## src/rtl/multi_cycle_ctrl_pkg.sv

```systemverilog
// Shared encodings for the multi-cycle controller: FSM states, opcode/funct
// constants, ALU operation codes and datapath select codes.
package multi_cycle_ctrl_pkg;

    localparam logic [2:0] S_IF  = 3'd0;
    localparam logic [2:0] S_ID  = 3'd1;
    localparam logic [2:0] S_EX  = 3'd2;
    localparam logic [2:0] S_MEM = 3'd3;
    localparam logic [2:0] S_WB  = 3'd4;

    localparam logic [5:0] OP_RTYPE = 6'b000000;
    localparam logic [5:0] OP_ADDI  = 6'b001000;
    localparam logic [5:0] OP_ANDI  = 6'b001100;
    localparam logic [5:0] OP_XORI  = 6'b001110;
    localparam logic [5:0] OP_SLTIU = 6'b001011;
    localparam logic [5:0] OP_LW    = 6'b100011;
    localparam logic [5:0] OP_SW    = 6'b101011;
    localparam logic [5:0] OP_BEQ   = 6'b000100;
    localparam logic [5:0] OP_BNE   = 6'b000101;
    localparam logic [5:0] OP_J     = 6'b000010;
    localparam logic [5:0] OP_JAL   = 6'b000011;

    localparam logic [5:0] FN_ADD  = 6'b100000;
    localparam logic [5:0] FN_SUB  = 6'b100010;
    localparam logic [5:0] FN_AND  = 6'b100100;
    localparam logic [5:0] FN_OR   = 6'b100101;
    localparam logic [5:0] FN_XOR  = 6'b100110;
    localparam logic [5:0] FN_NOR  = 6'b100111;
    localparam logic [5:0] FN_SLTU = 6'b101011;
    localparam logic [5:0] FN_SLLV = 6'b000100;
    localparam logic [5:0] FN_JR   = 6'b001000;

    localparam logic [2:0] ALU_AND  = 3'b000;
    localparam logic [2:0] ALU_OR   = 3'b001;
    localparam logic [2:0] ALU_XOR  = 3'b010;
    localparam logic [2:0] ALU_NOR  = 3'b011;
    localparam logic [2:0] ALU_ADD  = 3'b100;
    localparam logic [2:0] ALU_SUB  = 3'b101;
    localparam logic [2:0] ALU_SLTU = 3'b110;
    localparam logic [2:0] ALU_SLLV = 3'b111;

    localparam logic [1:0] PC_SEQ = 2'b00;
    localparam logic [1:0] PC_JR  = 2'b01;
    localparam logic [1:0] PC_BR  = 2'b10;
    localparam logic [1:0] PC_JMP = 2'b11;

    localparam logic [1:0] WR_RD = 2'b00;
    localparam logic [1:0] WR_RT = 2'b01;
    localparam logic [1:0] WR_RA = 2'b10;

    localparam logic [1:0] WD_ALU = 2'b00;
    localparam logic [1:0] WD_MEM = 2'b01;
    localparam logic [1:0] WD_PC  = 2'b10;

    typedef enum logic [3:0] {
        CLS_R, CLS_JR, CLS_IMM, CLS_LW, CLS_SW,
        CLS_BEQ, CLS_BNE, CLS_J, CLS_JAL, CLS_ILL
    } cls_e;

endpackage

```

## src/rtl/multi_cycle_ctrl_if.sv

```systemverilog
// Controller <-> datapath bundle. master is the controller side, slave the
// datapath/instruction-memory side.
interface multi_cycle_ctrl_if #(
    parameter int ALU_OP_W = 3,
    parameter int ADDR_W   = 26
);
    logic [31:0]         inst;
    logic                ZF;
    logic                IR_Write;
    logic                PC_Write;
    logic [ALU_OP_W-1:0] ALU_OP;
    logic [4:0]          rs;
    logic [4:0]          rt;
    logic [4:0]          rd;
    logic [15:0]         imm;
    logic [ADDR_W-1:0]   address;
    logic                Write_Reg;
    logic                Mem_Write;
    logic                imm_s;
    logic                rt_imm_s;
    logic [1:0]          w_r_s;
    logic [1:0]          wr_data_s;
    logic [1:0]          PC_s;
    logic [2:0]          state;
    logic                illegal;

    modport master (
        input  inst, ZF,
        output IR_Write, PC_Write, ALU_OP, rs, rt, rd, imm, address,
               Write_Reg, Mem_Write, imm_s, rt_imm_s, w_r_s, wr_data_s,
               PC_s, state, illegal
    );

    modport slave (
        output inst, ZF,
        input  IR_Write, PC_Write, ALU_OP, rs, rt, rd, imm, address,
               Write_Reg, Mem_Write, imm_s, rt_imm_s, w_r_s, wr_data_s,
               PC_s, state, illegal
    );
endinterface

```

## src/rtl/multi_cycle_ctrl_inst_decode.sv

```systemverilog
// Purely combinational instruction classifier; produces the instruction class
// and the per-instruction datapath selects that the controller latches in ID.
module inst_decode
    import multi_cycle_ctrl_pkg::*;
(
    input  logic [31:0] inst,
    output cls_e        cls,
    output logic [2:0]  alu_op,
    output logic        imm_s,
    output logic        rt_imm_s,
    output logic [1:0]  w_r_s,
    output logic [1:0]  wr_data_s
);
    always_comb begin
        cls       = CLS_ILL;
        alu_op    = ALU_AND;
        imm_s     = 1'b0;
        rt_imm_s  = 1'b0;
        w_r_s     = WR_RD;
        wr_data_s = WD_ALU;
        case (inst[31:26])
            OP_RTYPE: begin
                cls = CLS_R;
                case (inst[5:0])
                    FN_ADD:  alu_op = ALU_ADD;
                    FN_SUB:  alu_op = ALU_SUB;
                    FN_AND:  alu_op = ALU_AND;
                    FN_OR:   alu_op = ALU_OR;
                    FN_XOR:  alu_op = ALU_XOR;
                    FN_NOR:  alu_op = ALU_NOR;
                    FN_SLTU: alu_op = ALU_SLTU;
                    FN_SLLV: alu_op = ALU_SLLV;
                    FN_JR:   cls    = CLS_JR;
                    default: cls    = CLS_ILL;
                endcase
            end
            OP_ADDI:  begin cls = CLS_IMM; alu_op = ALU_ADD;  imm_s = 1'b1; rt_imm_s = 1'b1; w_r_s = WR_RT; end
            OP_ANDI:  begin cls = CLS_IMM; alu_op = ALU_AND;  rt_imm_s = 1'b1; w_r_s = WR_RT; end
            OP_XORI:  begin cls = CLS_IMM; alu_op = ALU_XOR;  rt_imm_s = 1'b1; w_r_s = WR_RT; end
            OP_SLTIU: begin cls = CLS_IMM; alu_op = ALU_SLTU; rt_imm_s = 1'b1; w_r_s = WR_RT; end
            // Loads and stores use the ALU for base + sign-extended offset.
            OP_LW: begin
                cls = CLS_LW; alu_op = ALU_ADD; imm_s = 1'b1; rt_imm_s = 1'b1;
                w_r_s = WR_RT; wr_data_s = WD_MEM;
            end
            OP_SW:  begin cls = CLS_SW;  alu_op = ALU_ADD; imm_s = 1'b1; rt_imm_s = 1'b1; end
            OP_BEQ: begin cls = CLS_BEQ; alu_op = ALU_SUB; end
            OP_BNE: begin cls = CLS_BNE; alu_op = ALU_SUB; end
            OP_J:   cls = CLS_J;
            OP_JAL: begin cls = CLS_JAL; w_r_s = WR_RA; wr_data_s = WD_PC; end
            default: cls = CLS_ILL;
        endcase
    end
endmodule

```

## src/rtl/multi_cycle_ctrl.sv

```systemverilog
// Multi-cycle MIPS-subset control FSM: IF/ID/EX/MEM/WB sequencing with a
// wait counter stretching IF and MEM by MEM_LAT cycles.
//   state | meaning
//   IF    | fetch; final cycle loads IR and PC+4
//   ID    | latch fields and selects; j jumps, undefined opcodes flag illegal
//   EX    | ALU op; jr and taken branches load PC
//   MEM   | data access; sw writes on the final cycle
//   WB    | register write-back; jal also loads PC
module multi_cycle_ctrl
    import multi_cycle_ctrl_pkg::*;
#(
    parameter int ALU_OP_W = 3,
    parameter int ADDR_W   = 26,
    parameter int MEM_LAT  = 0
) (
    input  logic              clk,
    input  logic              rst_n,
    multi_cycle_ctrl_if.master bus
);
    localparam logic [3:0] LAT = 4'(MEM_LAT);

    logic [2:0]          state_q, state_d;
    logic [3:0]          wait_cnt;
    logic                last_wait;
    cls_e                cls_q, cls_dec;
    logic [2:0]          alu_dec;
    logic                imm_s_dec, rt_imm_s_dec;
    logic [1:0]          w_r_s_dec, wr_data_s_dec;
    logic [ALU_OP_W-1:0] alu_op_q;
    logic [4:0]          rs_q, rt_q, rd_q;
    logic [15:0]         imm_q;
    logic [ADDR_W-1:0]   addr_q;
    logic                imm_s_q, rt_imm_s_q;
    logic [1:0]          w_r_s_q, wr_data_s_q, pc_s;

    inst_decode u_dec (
        .inst      (bus.inst),
        .cls       (cls_dec),
        .alu_op    (alu_dec),
        .imm_s     (imm_s_dec),
        .rt_imm_s  (rt_imm_s_dec),
        .w_r_s     (w_r_s_dec),
        .wr_data_s (wr_data_s_dec)
    );

    assign last_wait = (wait_cnt == LAT);

    always_comb begin
        state_d = S_IF;
        case (state_q)
            S_IF: state_d = last_wait ? S_ID : S_IF;
            S_ID: begin
                case (cls_dec)
                    CLS_R, CLS_JR, CLS_IMM, CLS_LW, CLS_SW, CLS_BEQ, CLS_BNE: state_d = S_EX;
                    CLS_JAL: state_d = S_WB;
                    default: state_d = S_IF;
                endcase
            end
            S_EX: begin
                case (cls_q)
                    CLS_R, CLS_IMM: state_d = S_WB;
                    CLS_LW, CLS_SW: state_d = S_MEM;
                    default:        state_d = S_IF;
                endcase
            end
            S_MEM: begin
                if (!last_wait)           state_d = S_MEM;
                else if (cls_q == CLS_LW) state_d = S_WB;
                else                      state_d = S_IF;
            end
            default: state_d = S_IF;
        endcase
    end

    always_ff @(posedge clk or negedge rst_n) begin
        if (!rst_n) begin
            state_q  <= S_IF;
            wait_cnt <= 4'd0;
        end else begin
            state_q <= state_d;
            if ((state_q == S_IF || state_q == S_MEM) && !last_wait)
                wait_cnt <= wait_cnt + 4'd1;
            else
                wait_cnt <= 4'd0;
        end
    end

    always_ff @(posedge clk or negedge rst_n) begin
        if (!rst_n) begin
            cls_q       <= CLS_R;
            alu_op_q    <= '0;
            rs_q        <= '0;
            rt_q        <= '0;
            rd_q        <= '0;
            imm_q       <= '0;
            addr_q      <= '0;
            imm_s_q     <= 1'b0;
            rt_imm_s_q  <= 1'b0;
            w_r_s_q     <= '0;
            wr_data_s_q <= '0;
        end else if (state_q == S_ID) begin
            cls_q       <= cls_dec;
            alu_op_q    <= ALU_OP_W'(alu_dec);
            rs_q        <= bus.inst[25:21];
            rt_q        <= bus.inst[20:16];
            rd_q        <= bus.inst[15:11];
            imm_q       <= bus.inst[15:0];
            addr_q      <= bus.inst[ADDR_W-1:0];
            imm_s_q     <= imm_s_dec;
            rt_imm_s_q  <= rt_imm_s_dec;
            w_r_s_q     <= w_r_s_dec;
            wr_data_s_q <= wr_data_s_dec;
        end
    end

    always_comb begin
        pc_s = PC_SEQ;
        case (state_q)
            S_ID: if (cls_dec == CLS_J) pc_s = PC_JMP;
            S_EX: begin
                if (cls_q == CLS_JR)                            pc_s = PC_JR;
                else if (cls_q == CLS_BEQ || cls_q == CLS_BNE)  pc_s = PC_BR;
            end
            S_WB: if (cls_q == CLS_JAL) pc_s = PC_JMP;
            default: pc_s = PC_SEQ;
        endcase
    end

    // Strobes are gated by rst_n so nothing fires while reset is held.
    assign bus.IR_Write  = rst_n && state_q == S_IF && last_wait;
    assign bus.PC_Write  = rst_n && ((state_q == S_IF && last_wait)
                         || (state_q == S_ID && cls_dec == CLS_J)
                         || (state_q == S_EX && cls_q == CLS_JR)
                         || (state_q == S_EX && cls_q == CLS_BEQ && bus.ZF)
                         || (state_q == S_EX && cls_q == CLS_BNE && !bus.ZF)
                         || (state_q == S_WB && cls_q == CLS_JAL));
    assign bus.Write_Reg = rst_n && state_q == S_WB
                         && (cls_q == CLS_R || cls_q == CLS_IMM || cls_q == CLS_LW || cls_q == CLS_JAL);
    assign bus.Mem_Write = rst_n && state_q == S_MEM && last_wait && cls_q == CLS_SW;
    assign bus.illegal   = rst_n && state_q == S_ID && cls_dec == CLS_ILL;

    assign bus.state     = state_q;
    assign bus.PC_s      = pc_s;
    assign bus.ALU_OP    = alu_op_q;
    assign bus.rs        = rs_q;
    assign bus.rt        = rt_q;
    assign bus.rd        = rd_q;
    assign bus.imm       = imm_q;
    assign bus.address   = addr_q;
    assign bus.imm_s     = imm_s_q;
    assign bus.rt_imm_s  = rt_imm_s_q;
    assign bus.w_r_s     = w_r_s_q;
    assign bus.wr_data_s = wr_data_s_q;
endmodule

```

## src/flat_wrapper.sv

```systemverilog
// flat-port wrapper written by rule: the top's interface ports become plain ports
module multi_cycle_ctrl_flat import multi_cycle_ctrl_pkg::*;
#(
    parameter int ALU_OP_W = 3,
    parameter int ADDR_W   = 26,
    parameter int MEM_LAT  = 0
)
  (clk, rst_n, bus_inst, bus_ZF, bus_IR_Write, bus_PC_Write, bus_ALU_OP, bus_rs, bus_rt, bus_rd, bus_imm, bus_address, bus_Write_Reg, bus_Mem_Write, bus_imm_s, bus_rt_imm_s, bus_w_r_s, bus_wr_data_s, bus_PC_s, bus_state, bus_illegal);
  multi_cycle_ctrl_if #(.ALU_OP_W(ALU_OP_W), .ADDR_W(ADDR_W)) bus_i ();
  input  logic clk;
  input  logic rst_n;
  input wire logic [$bits(bus_i.inst)-1:0] bus_inst;
  input wire logic [$bits(bus_i.ZF)-1:0] bus_ZF;
  output wire logic [$bits(bus_i.IR_Write)-1:0] bus_IR_Write;
  output wire logic [$bits(bus_i.PC_Write)-1:0] bus_PC_Write;
  output wire logic [$bits(bus_i.ALU_OP)-1:0] bus_ALU_OP;
  output wire logic [$bits(bus_i.rs)-1:0] bus_rs;
  output wire logic [$bits(bus_i.rt)-1:0] bus_rt;
  output wire logic [$bits(bus_i.rd)-1:0] bus_rd;
  output wire logic [$bits(bus_i.imm)-1:0] bus_imm;
  output wire logic [$bits(bus_i.address)-1:0] bus_address;
  output wire logic [$bits(bus_i.Write_Reg)-1:0] bus_Write_Reg;
  output wire logic [$bits(bus_i.Mem_Write)-1:0] bus_Mem_Write;
  output wire logic [$bits(bus_i.imm_s)-1:0] bus_imm_s;
  output wire logic [$bits(bus_i.rt_imm_s)-1:0] bus_rt_imm_s;
  output wire logic [$bits(bus_i.w_r_s)-1:0] bus_w_r_s;
  output wire logic [$bits(bus_i.wr_data_s)-1:0] bus_wr_data_s;
  output wire logic [$bits(bus_i.PC_s)-1:0] bus_PC_s;
  output wire logic [$bits(bus_i.state)-1:0] bus_state;
  output wire logic [$bits(bus_i.illegal)-1:0] bus_illegal;
  assign bus_i.inst = bus_inst;
  assign bus_i.ZF = bus_ZF;
  assign bus_IR_Write = bus_i.IR_Write;
  assign bus_PC_Write = bus_i.PC_Write;
  assign bus_ALU_OP = bus_i.ALU_OP;
  assign bus_rs = bus_i.rs;
  assign bus_rt = bus_i.rt;
  assign bus_rd = bus_i.rd;
  assign bus_imm = bus_i.imm;
  assign bus_address = bus_i.address;
  assign bus_Write_Reg = bus_i.Write_Reg;
  assign bus_Mem_Write = bus_i.Mem_Write;
  assign bus_imm_s = bus_i.imm_s;
  assign bus_rt_imm_s = bus_i.rt_imm_s;
  assign bus_w_r_s = bus_i.w_r_s;
  assign bus_wr_data_s = bus_i.wr_data_s;
  assign bus_PC_s = bus_i.PC_s;
  assign bus_state = bus_i.state;
  assign bus_illegal = bus_i.illegal;
  multi_cycle_ctrl #(.ALU_OP_W(ALU_OP_W), .ADDR_W(ADDR_W), .MEM_LAT(MEM_LAT)) u_core (.clk(clk), .rst_n(rst_n), .bus(bus_i));
endmodule
```

## config.mk

```make
export PLATFORM = sky130hd
export DESIGN_NAME = multi_cycle_ctrl_flat
export DESIGN_NICKNAME = d
export VERILOG_FILES = /design/src/rtl/multi_cycle_ctrl_pkg.sv /design/src/rtl/multi_cycle_ctrl_if.sv /design/src/rtl/multi_cycle_ctrl_inst_decode.sv /design/src/rtl/multi_cycle_ctrl.sv /design/src/flat_wrapper.sv
export SDC_FILE = /design/constraint.sdc
export NUM_CORES = 1
export LEC_CHECK = 0
export ABC_AREA = 1
export CAP_MARGIN = 15
export CORE_ASPECT_RATIO = 2
export CORE_MARGIN = 4
export CORE_UTILIZATION = 42
export CTS_CLUSTER_DIAMETER = 150
export DETAILED_ROUTE_END_ITERATION = 10
export HOLD_SLACK_MARGIN = 0.12
export MAX_ROUTING_LAYER = met4
export PLACE_DENSITY_LB_ADDON = 0.05
export SETUP_SLACK_MARGIN = 0.05
export SYNTH_ARGS = -nofsm -noshare
export SYNTH_HDL_FRONTEND = slang
export SYNTH_SLANG_ARGS = --single-unit
```

## constraint.sdc

```tcl
create_clock -name clk -period 2.3 [get_ports clk]
set_clock_uncertainty 0.2 [all_clocks]
set_input_delay 0.46 -clock clk [delete_from_list [all_inputs] [get_ports clk]]
set_output_delay 0.46 -clock clk [all_outputs]
set_load 0.05 [all_outputs]
```

# Yosys cells after proc, flatten, opt, wreduce, memory -nomap -nowiden
# Memory sizes are Yosys's and may differ from the RTL's.
# Cells that the tools add are included.
# totals
regBits	77
rom_bits	32
input_bits	35
output_inout_bits	76
mem_count	1
# classes
addsub	1
eq_ne	32
mux	19
reduce_logical	43
# memory_table
memory	words	width	rd	rd_clocked_by_memory_dff	write_ports	line	text
(name not given)	16	2	1	0	0	multi_cycle_ctrl.sv:53	case (cls_dec)
# ops
cell	count
equality test 6 bit, second input constant	9
case mux 4 bit (8 select lines)	1
equality test 6 x 4 -> 1 bit, second input constant	5
case mux 3 bit (7 select lines)	1
logical AND 1 bit	19
equality test 6 x 3 -> 1 bit, second input constant	3
equality test 4 x 3 -> 1 bit, second input constant	4
case mux 3 bit (5 select lines)	1
equality test 6 x 2 -> 1 bit, second input constant	2
case mux 3 bit (4 select lines)	1
logical OR 1 bit	10
equality test 4 x 2 -> 1 bit, second input constant	2
equality test 4 bit, second input constant	2
logical NOT 4 bit	2
2-to-1 mux 2 bit	4
case mux 2 bit (2 select lines)	2
case mux 4 bit (2 select lines)	1
OR reduction 8 bit	1
equality test 3 x 2 -> 1 bit, second input constant	2
logical NOT 6 bit	1
2-to-1 mux 3 bit	2
case mux 2 bit (3 select lines)	1
case mux 3 bit (2 select lines)	1
OR reduction 2 bit	3
other kinds (12)	15

# Depth between registers and ports, before layout
# Gate-level depths: netlist of the first run.
# logic_depth
ltp_word	12
mapped_depth	10

# By module
# A second synthesis of the first run with hierarchy kept.
# unflattened
cells_unflattened	371
area_unflattened_um2	2687.6
# modules_own_cells
module	instances	cells_per_inst	area_each_um2
multi_cycle_ctrl	1	283	2270.9
inst_decode	1	88	416.6

# Worst setup path after synthesis of the first run
# OpenSTA, ideal clock, no wires.
# synth_timing
path_kind	register to output
from	register u_core.state_q[0] (netlist: u_core.bus.state[0])
to	output port bus_PC_Write
t_arrival_ns	2.365
t_required_ns	1.640
setup_slack_ns	-0.725
stages_incl_launch_ff	7
path_buffers	0
cell_sequence	dfrtp_1 inv_2 nor3_4 nand2_1 nand3_1 nor4_1 nor2_1
# synth_between
elab_chain_len	8
# synth_rtl
element	line	text
start, declared	multi_cycle_ctrl.sv:22	logic [2:0] state_q, state_d;
start signal, assigned	multi_cycle_ctrl.sv:80	state_q <= state_d;
equality test 3 x 1 -> 1 bit or logical NOT 3 bit (tied branches)	multi_cycle_ctrl.sv:132, multi_cycle_ctrl.sv:131	
logical AND 1 bit, on equally long branches	multi_cycle_ctrl.sv:132, multi_cycle_ctrl.sv:131	
logical OR 1 bit	multi_cycle_ctrl.sv:132	|| (state_q == S_ID && cls_dec == CLS_J)
logical OR 1 bit	multi_cycle_ctrl.sv:133	|| (state_q == S_EX && cls_q == CLS_JR)
logical OR 1 bit	multi_cycle_ctrl.sv:134	|| (state_q == S_EX && cls_q == CLS_BEQ && bus.ZF)
logical OR 1 bit	multi_cycle_ctrl.sv:135	|| (state_q == S_EX && cls_q == CLS_BNE && !bus.ZF)
logical OR 1 bit (*)	multi_cycle_ctrl.sv:136	|| (state_q == S_WB && cls_q == CLS_JAL));
logical AND 1 bit (*)	multi_cycle_ctrl.sv:131	assign bus.PC_Write = rst_n && ((state_q == S_IF && last_wait)
end, declared	flat_wrapper.sv:15	output wire logic [$bits(bus_i.PC_Write)-1:0] bus_PC_Write;
# Mark *: on every way between the ends. The rest lies on a longest branch, timed or not.

# Worst setup path in the final report of the first run
# layout_timing
from	register u_core.state_q[1] (netlist: u_core.bus.state[1])
to	output port bus_PC_s[0]
# layout_between
elab_chain_len	2
# layout_rtl
element	line	text
equality test 3 bit (tied with other cells)	multi_cycle_ctrl.sv:118	case (state_q)
case mux 2 bit (3 select lines) (*)	multi_cycle_ctrl.sv:118	
end, declared	flat_wrapper.sv:28	output wire logic [$bits(bus_i.PC_s)-1:0] bus_PC_s;
# Marks and branches as above.

==> results.md, run 1 <==
* Status: finished, violations left
* Violations in the final reports: setup timing
* VDD IR-drop max at 1.532 mV
* Number of violations reported at the end of detailed-routing iteration 0 at approximately 130
* Number of remaining DRC errors at 0
* Ports at 111
* Critical path buffers and inverters at 4
* Final Hold Vio Count at 0
* Setup slack after layout at -0.1026 ns
* Final Max Slew Viols at 0
* Share of the synthesized area in the top cell type at 45.14%
* Core Box Area at roughly 5800 um2
* Root cell of the clock tree: sky130_fd_sc_hd__clkbuf_16
* Via count normalized by instance count at just under 5
* EDFF count, synth at 0
* Quantity of hold-fixing buffers added after cts at 0
* Sequential-to-total area share from yosys stat at 45.14%
* Total detailed-routing wirelength at 8.250 mm
* Height of the die at roughly 120 um
* Power per cell area at 1422 nW/um2
* Maximum capacitance violations at 0
* Crit Path Class: reg -> out
* Count of state elements after synthesis at 46
* Via count of the first global-routing pass at ~2.7k
* Total iterations of the first detailed-routing run at 4
* Worst slack on hold paths at 0.1268 ns
* Fmax at about 420 MHz
* Area growth from synthesis to layout at 76.99%
* Number of instances in the synthesized netlist at around 340
* Fraction of layout cells with a size suffix above 1 at between 30 and 40%
* Number of inserted diodes at 0
* Kind of end point of the critical path: output pin
* TritonCTS clock tree: done
* Yosys synthesis warning count at 0
* Length in cells of the worst reg-to-reg path at 6
* Top FF cell, synth: sky130_fd_sc_hd__dfrtp_1
* Post-synth top area cell: sky130_fd_sc_hd__dfrtp_1
* Number of antenna violations at the first check in global routing at 0
* Share of the cycle needed by the critical path after routing at 104.5%
* Final TNS setup at -0.3090 ns
* Overall Global Routing Usage at 22.53%
* Total congestion overflow after global routing at 0
* Post-synthesis instance area at 2550 um2
* Actual slew at the worst max-slew pin at between 0.7 and 0.8 ns
* Cell-by-cell trace of the critical path: inv_2 > nor3_4 > nand3_2 > nand3_4 > buf_4 > buf_4 > buf_12
* Maximum level of the CTS H-tree at 2
* HPWL Detailed at 5.474 mm
* Critical path peak fanout at 5
* Path length in cells of the critical path at 7
* Area enclosed by the die boundary at about 7500 um2
* Routability congestion estimate at ~0.90
* Unrepaired setup endpoints after global routing: true
* Antenna-violating nets left at 0
* Post-Syn Nets at 381
* Worst reg-to-reg setup slack at 0.32 ns
* Final critical-path required period at 2.403 ns
* Buffers from clock root to sink, at most at 2
* Largest incremental delay on the critical path at 0.43 ns
* Worst min-delay path class: in -> async
* Cell type with the highest occurrence count on the critical path: sky130_fd_sc_hd__buf_4
* Setup violators final at 5
* Syn avg cell area at 7.413 um2
* Crit path DAT at 1.74 ns
* Overall die width at 63.10 um
* Total of buffers placed on input and output ports at 110
* Cell family with the largest share of critical-path delay: simple AND/OR/NAND/NOR gates
* Sink Count at 46
* Clock-pin slew of the registers on the worst-case setup and hold paths at approximately 0.06 ns
* Maximum number of pins on one net before global-route repair at 47
* Post-placement worst setup slack at -0.5110 ns
* Endpoint required time on the critical path at between 1.5 and 2 ns
* WL/cell at 14.78 um
* Asr flop ratio synth at 100.0%
* Num rows at 39
* Vias post-DR at 2725
* First-pass GRT wire length at around 13 mm
* Clock latency on the worst-skew pair at 0.29 ns
* Distinct cell type count after synthesis at 29
* Net count reported at finish at 534
* Worst max-slew margin expressed relative to the limit at 52.86%
* Static power due to leakage at 0.002207 uW
* Starting density of the core at between 40% and 50%
* Tot Pwr at between 6000 and 7000 uW
* Startpoint Class: flip-flop
* Top post-synthesis cells by area: sky130_fd_sc_hd__dfrtp_1 (45%), sky130_fd_sc_hd__nand2_1 (18%), sky130_fd_sc_hd__buf_4 (9.1%)
* Cell with the largest stage delay on the worst path: sky130_fd_sc_hd__dfrtp_2
* Inserted Clock Buffers at 5
synth_stat cells (2+ instances only):
| library cell | count |
|---|---|
| sky130_fd_sc_hd__clkbuf_1 | 2 |
| sky130_fd_sc_hd__buf_2 | 4 |
| sky130_fd_sc_hd__o21ai_1 | 7 |
| sky130_fd_sc_hd__inv_1 | 33 |
| sky130_fd_sc_hd__a21oi_1 | 2 |
| sky130_fd_sc_hd__ha_1 | 2 |
| sky130_fd_sc_hd__o21ai_0 | 6 |
| sky130_fd_sc_hd__nand4_1 | 4 |
| sky130_fd_sc_hd__inv_2 | 2 |
| sky130_fd_sc_hd__dfrtp_1 | 46 |
| sky130_fd_sc_hd__nand3_1 | 24 |
| sky130_fd_sc_hd__buf_4 | 31 |
| sky130_fd_sc_hd__o211ai_1 | 3 |
| sky130_fd_sc_hd__nor3_1 | 4 |
| sky130_fd_sc_hd__nor2_1 | 38 |
| sky130_fd_sc_hd__nand2_1 | 123 |
state kept, by name (all words and copies together), names as in the netlist:
signal                count
u_core.bus.wr_data_s      2
u_core.bus.ALU_OP         3
u_core.bus.address       26
u_core.bus.state          3
u_core.cls_q              4
u_core.bus.rt_imm_s       1
u_core.wait_cnt           4
u_core.bus.w_r_s          2
u_core.bus.imm_s          1
layout make-up:
cell class,instances,area (um2)
Timing Repair Buffer,184,1707
Fill cell,408,1294
Multi-Input combinational cell,225,1270
Sequential cell,46,1155
Clock buffer,6,138.9
Inverter,35,136.4
Tap cell,61,76.32
Clock inverter,1,30.03
cell families after synthesis:
family | after synthesis | synth area share (%)
compound gates | 24 | 5.692
xor+xnor | 2 | 0.6871
fa+ha+maj | 2 | 0.9812
buf+inv | 73 | 15.80
flops | 46 | 45.14
simple gates | 197 | 31.70
stage by stage:
stage | util, % | std cells | instance area, um2
detailed placement | 65.22 | 505 | 3787
floorplan | - | 344 | 2606
global placement | 65.22 | 505 | 3787
finish | 77.72 | 558 | 4513
CTS | 75.91 | 554 | 4408
global route | 77.72 | 558 | 4513
worst register-to-register path, stage by stage, from the launching register on:
cell,delay [ns]
sky130_fd_sc_hd__dfrtp_2,0.44
sky130_fd_sc_hd__inv_2,0.07
sky130_fd_sc_hd__nor3_4,0.26
sky130_fd_sc_hd__buf_4,0.31
sky130_fd_sc_hd__inv_2,0.34
sky130_fd_sc_hd__nand2_1,0.14
sky130_fd_sc_hd__o21ai_1,0.07
layout by cell type (no fill, tap or decap), types with 5 or more instances in the layout:
master	count
sky130_fd_sc_hd__buf_12	8
sky130_fd_sc_hd__o21ai_1	9
sky130_fd_sc_hd__nand3_1	10
sky130_fd_sc_hd__inv_2	9
sky130_fd_sc_hd__nor2_1	21
sky130_fd_sc_hd__nand2_2	7
sky130_fd_sc_hd__buf_2	9
sky130_fd_sc_hd__nand2_1	116
sky130_fd_sc_hd__buf_4	72
sky130_fd_sc_hd__nand3_4	5
sky130_fd_sc_hd__clkdlybuf4s50_1	90
sky130_fd_sc_hd__clkbuf_16	5
sky130_fd_sc_hd__dfrtp_1	43
sky130_fd_sc_hd__nor2_4	12
sky130_fd_sc_hd__nand3_2	9
sky130_fd_sc_hd__nor2_2	6
sky130_fd_sc_hd__inv_1	24
where the power goes:
group | switching, uW | internal (uW) | leakage (uW)
combinational | 2890 | 1320 | 0.00154
clock | 296 | 536 | 0.0000829
sequential | 262 | 1120 | 0.000580
repair_timing:
action | 4_1_cts | 5_1_grt
pin swaps | 26 | 13
endpoints found under the hold margin | 0 | 0
endpoints found under the setup margin | 7 | 10
buffers inserted | 42 | 6
resized for setup | 94 | 31
layer usage:
layer	routed length, um	GRT usage (%)
met5	0	-
met4	181	9.405
met3	404	4.554
met2	4774	41.76
met1	2890	22.15
path summary, 6_finish.rpt:
path / from / to
hold / removal: rst_n / u_core.bus.address[23]$_DFFE_PN0P_
max in group asynchronous: rst_n / u_core.bus.state[0]$_DFF_PN0_
hold reg to reg: u_core.bus.w_r_s[1]$_DFFE_PN0P_ / u_core.bus.w_r_s[1]$_DFFE_PN0P_
min in group clk: bus_inst[4] / u_core.bus.address[4]$_DFFE_PN0P_
setup reg to reg: u_core.bus.state[0]$_DFF_PN0_ / u_core.bus.ALU_OP[0]$_DFFE_PN0P_
setup / recovery: u_core.bus.state[1]$_DFF_PN0_ / bus_PC_s[0]
Power figures use the tool's default switching activity.
==> run 2, diff against run 1 <==
--- a/config.mk
+++ b/config.mk
@@ -10,10 +10,8 @@
 export CORE_ASPECT_RATIO = 2
 export CORE_MARGIN = 4
 export CORE_UTILIZATION = 42
-export CTS_CLUSTER_DIAMETER = 150
 export DETAILED_ROUTE_END_ITERATION = 10
 export HOLD_SLACK_MARGIN = 0.12
-export MAX_ROUTING_LAYER = met4
 export PLACE_DENSITY_LB_ADDON = 0.05
 export SETUP_SLACK_MARGIN = 0.05
 export SYNTH_ARGS = -nofsm -noshare
==> results.md, run 2 (synthesized netlist as in run 1, its figures left out) <==
* Status: finished, violations left
* Violations in the final reports: setup timing
* Total of buffers placed on input and output ports at 110
* Inserted Clock Buffers at 5
* Commonest non-fill, non-tap cells in the layout: sky130_fd_sc_hd__nand2_1 (116), sky130_fd_sc_hd__clkdlybuf4s50_1 (90), sky130_fd_sc_hd__buf_4 (70)
* Starting density of the core at about 44%
* Overall Global Routing Usage at 21.89%
* Layout fillers at about 400
* Clock-pin slew of the registers on the worst-case setup and hold paths at 0.06 ns
* Via count normalized by instance count at 4.906
* Final Max Slew Viols at 0
* Most common library cell in the layout ignoring fill and taps: sky130_fd_sc_hd__nand2_1
* Setup violators final at 4
* Buffers from clock root to sink, at most at 2
* Crit Path Class: reg -> out
* Number of inserted diodes at 0
* Power per cell area at ~1400 nW/um2
* Core Box Area at about 5800 um2
* Endpoint required time on the critical path at 1.64 ns
* Root cell of the clock tree: sky130_fd_sc_hd__clkbuf_16
* Height of the die at 118.2 um
* Unrepaired setup endpoints after global routing: true
* Setup slack after layout at -0.08884 ns
* Area growth from synthesis to layout at 76.40%
* Actual slew at the worst max-slew pin at 0.7000 ns
* Worst min-delay path class: in -> async
* First-pass GRT wire length at 12.97 mm
* Number of remaining DRC errors at 0
* Clock latency on the worst-skew pair at 0.29 ns
* Cell Count, Final, Fillers Out at ~560
* Total congestion overflow after global routing at 0
* Maximum number of pins on one net before global-route repair at 47
* WL/cell at 14.84 um
* Quantity of hold-fixing buffers added after cts at 0
* Maximum level of the CTS H-tree at 2
* Antenna-violating nets left at 0
* Startpoint Class: flip-flop
* Crit path DAT at ~1.7 ns
* Final Hold Vio Count at 0
* Worst max-slew margin expressed relative to the limit at 53.27%
* Number of violations reported at the end of detailed-routing iteration 0 at around 110
* Sink Count at 46
* VDD IR-drop max at approximately 1.5 mV
* Post-route cell area at 4498 um2
* Number of antenna violations at the first check in global routing at 0
* Kind of end point of the critical path: output pin
* Final critical-path required period at about 2.4 ns
* TritonCTS clock tree: done
* Ports at 111
* Final Core Density at 77.46%
* Fraction of layout cells with a size suffix above 1 at about 33%
* Vias post-DR at about 2.7k
* Via count of the first global-routing pass at 2704
* Maximum capacitance violations at 0
* Area of placed instances at 3787 um2
* HPWL Detailed at 5.474 mm
* Net count reported at finish at roughly 530
* Total detailed-routing wirelength at 8.252 mm
* Area enclosed by the die boundary at between 7000 and 8000 um2
* Total iterations of the first detailed-routing run at 4
* Post-placement worst setup slack at -0.5110 ns
* Fmax at 418.6 MHz
* Static power due to leakage at approximately 0.0022 uW
* Num rows at 39
* Overall die width at 63.10 um
* Flip-flop count of the largest register, all copies and words added at 26
* Placed Cells incl. Taps at ~510
* Critical path peak fanout at 5
* Routability congestion estimate at 0.8836
* Share of the cycle needed by the critical path after routing at 103.9%
run 2: cell type report:
class | instances | area, um2 | share of cell area, %
Timing Repair Buffer | 182 | 1692 | 37.61
Multi-Input combinational cell | 225 | 1270 | 28.23
Clock buffer | 6 | 138.9 | 3.088
Inverter | 35 | 136.4 | 3.032
Clock inverter | 1 | 30.03 | 0.6676
Tap cell | 61 | 76.32 | 1.697
Sequential cell | 46 | 1155 | 25.67
run 2: worst paths after layout:
kind / startpoint / end / slack (ns) / cells past startpoint
max: u_core.bus.state[1]$_DFF_PN0_ / bus_PC_Write / -0.09 / 7
min: rst_n / u_core.bus.address[23]$_DFFE_PN0P_ / 0.12 / 2
max reg2reg: u_core.bus.state[0]$_DFF_PN0_ / u_core.bus.ALU_OP[0]$_DFFE_PN0P_ / 0.33 / 6
min reg2reg: u_core.bus.w_r_s[1]$_DFFE_PN0P_ / u_core.bus.w_r_s[1]$_DFFE_PN0P_ / 0.28 / 2
max in group asynchronous: rst_n / u_core.bus.state[0]$_DFF_PN0_ / 1.34 / 2
min in group clk: u_core.bus.w_r_s[1]$_DFFE_PN0P_ / u_core.bus.w_r_s[1]$_DFFE_PN0P_ / 0.28 / 2
run 2: where the power goes:
group          switching (uW)  total, uW  internal [uW]
Clock                     296        832            536
Combinational            2890       4200           1310
Sequential                264       1380           1120
Total                    3450       6410           2970
run 2: metal layers:
metal,up-vias,wire length (um),global-route usage (%)
met5,-,0,0
met4,0,185,9.544
met3,16,457,4.649
met2,109,4752,41.63
met1,1260,2856,22.15
li1,1343,-,-
run 2: per-stage QoR:
stage                     TNS (ns)  hold WS (ns)  total power, uW
after CTS                  -0.2003        0.1537             6421
after global routing       -0.9371        0.1705             6709
after floorplan                  0      -0.03559             4426
final                      -0.2674        0.1191             6414
after global placement      -1.451        0.2648             5476
after detailed placement    -1.597        0.2695             5519
run 2: timing repair:
action,CTS,global route
gates resized for setup,94,31
buffers inserted,42,4
pin swaps,26,14
setup endpoints to repair,7,10
run 2: critical path: stages (launching register included):
cell,delay [ns]
sky130_fd_sc_hd__dfrtp_2,0.43
sky130_fd_sc_hd__inv_2,0.07
sky130_fd_sc_hd__nor3_4,0.31
sky130_fd_sc_hd__nand2_1,0.14
sky130_fd_sc_hd__nor2_2,0.15
sky130_fd_sc_hd__nor4_4,0.07
sky130_fd_sc_hd__nor2_4,0.11
sky130_fd_sc_hd__buf_12,0.14
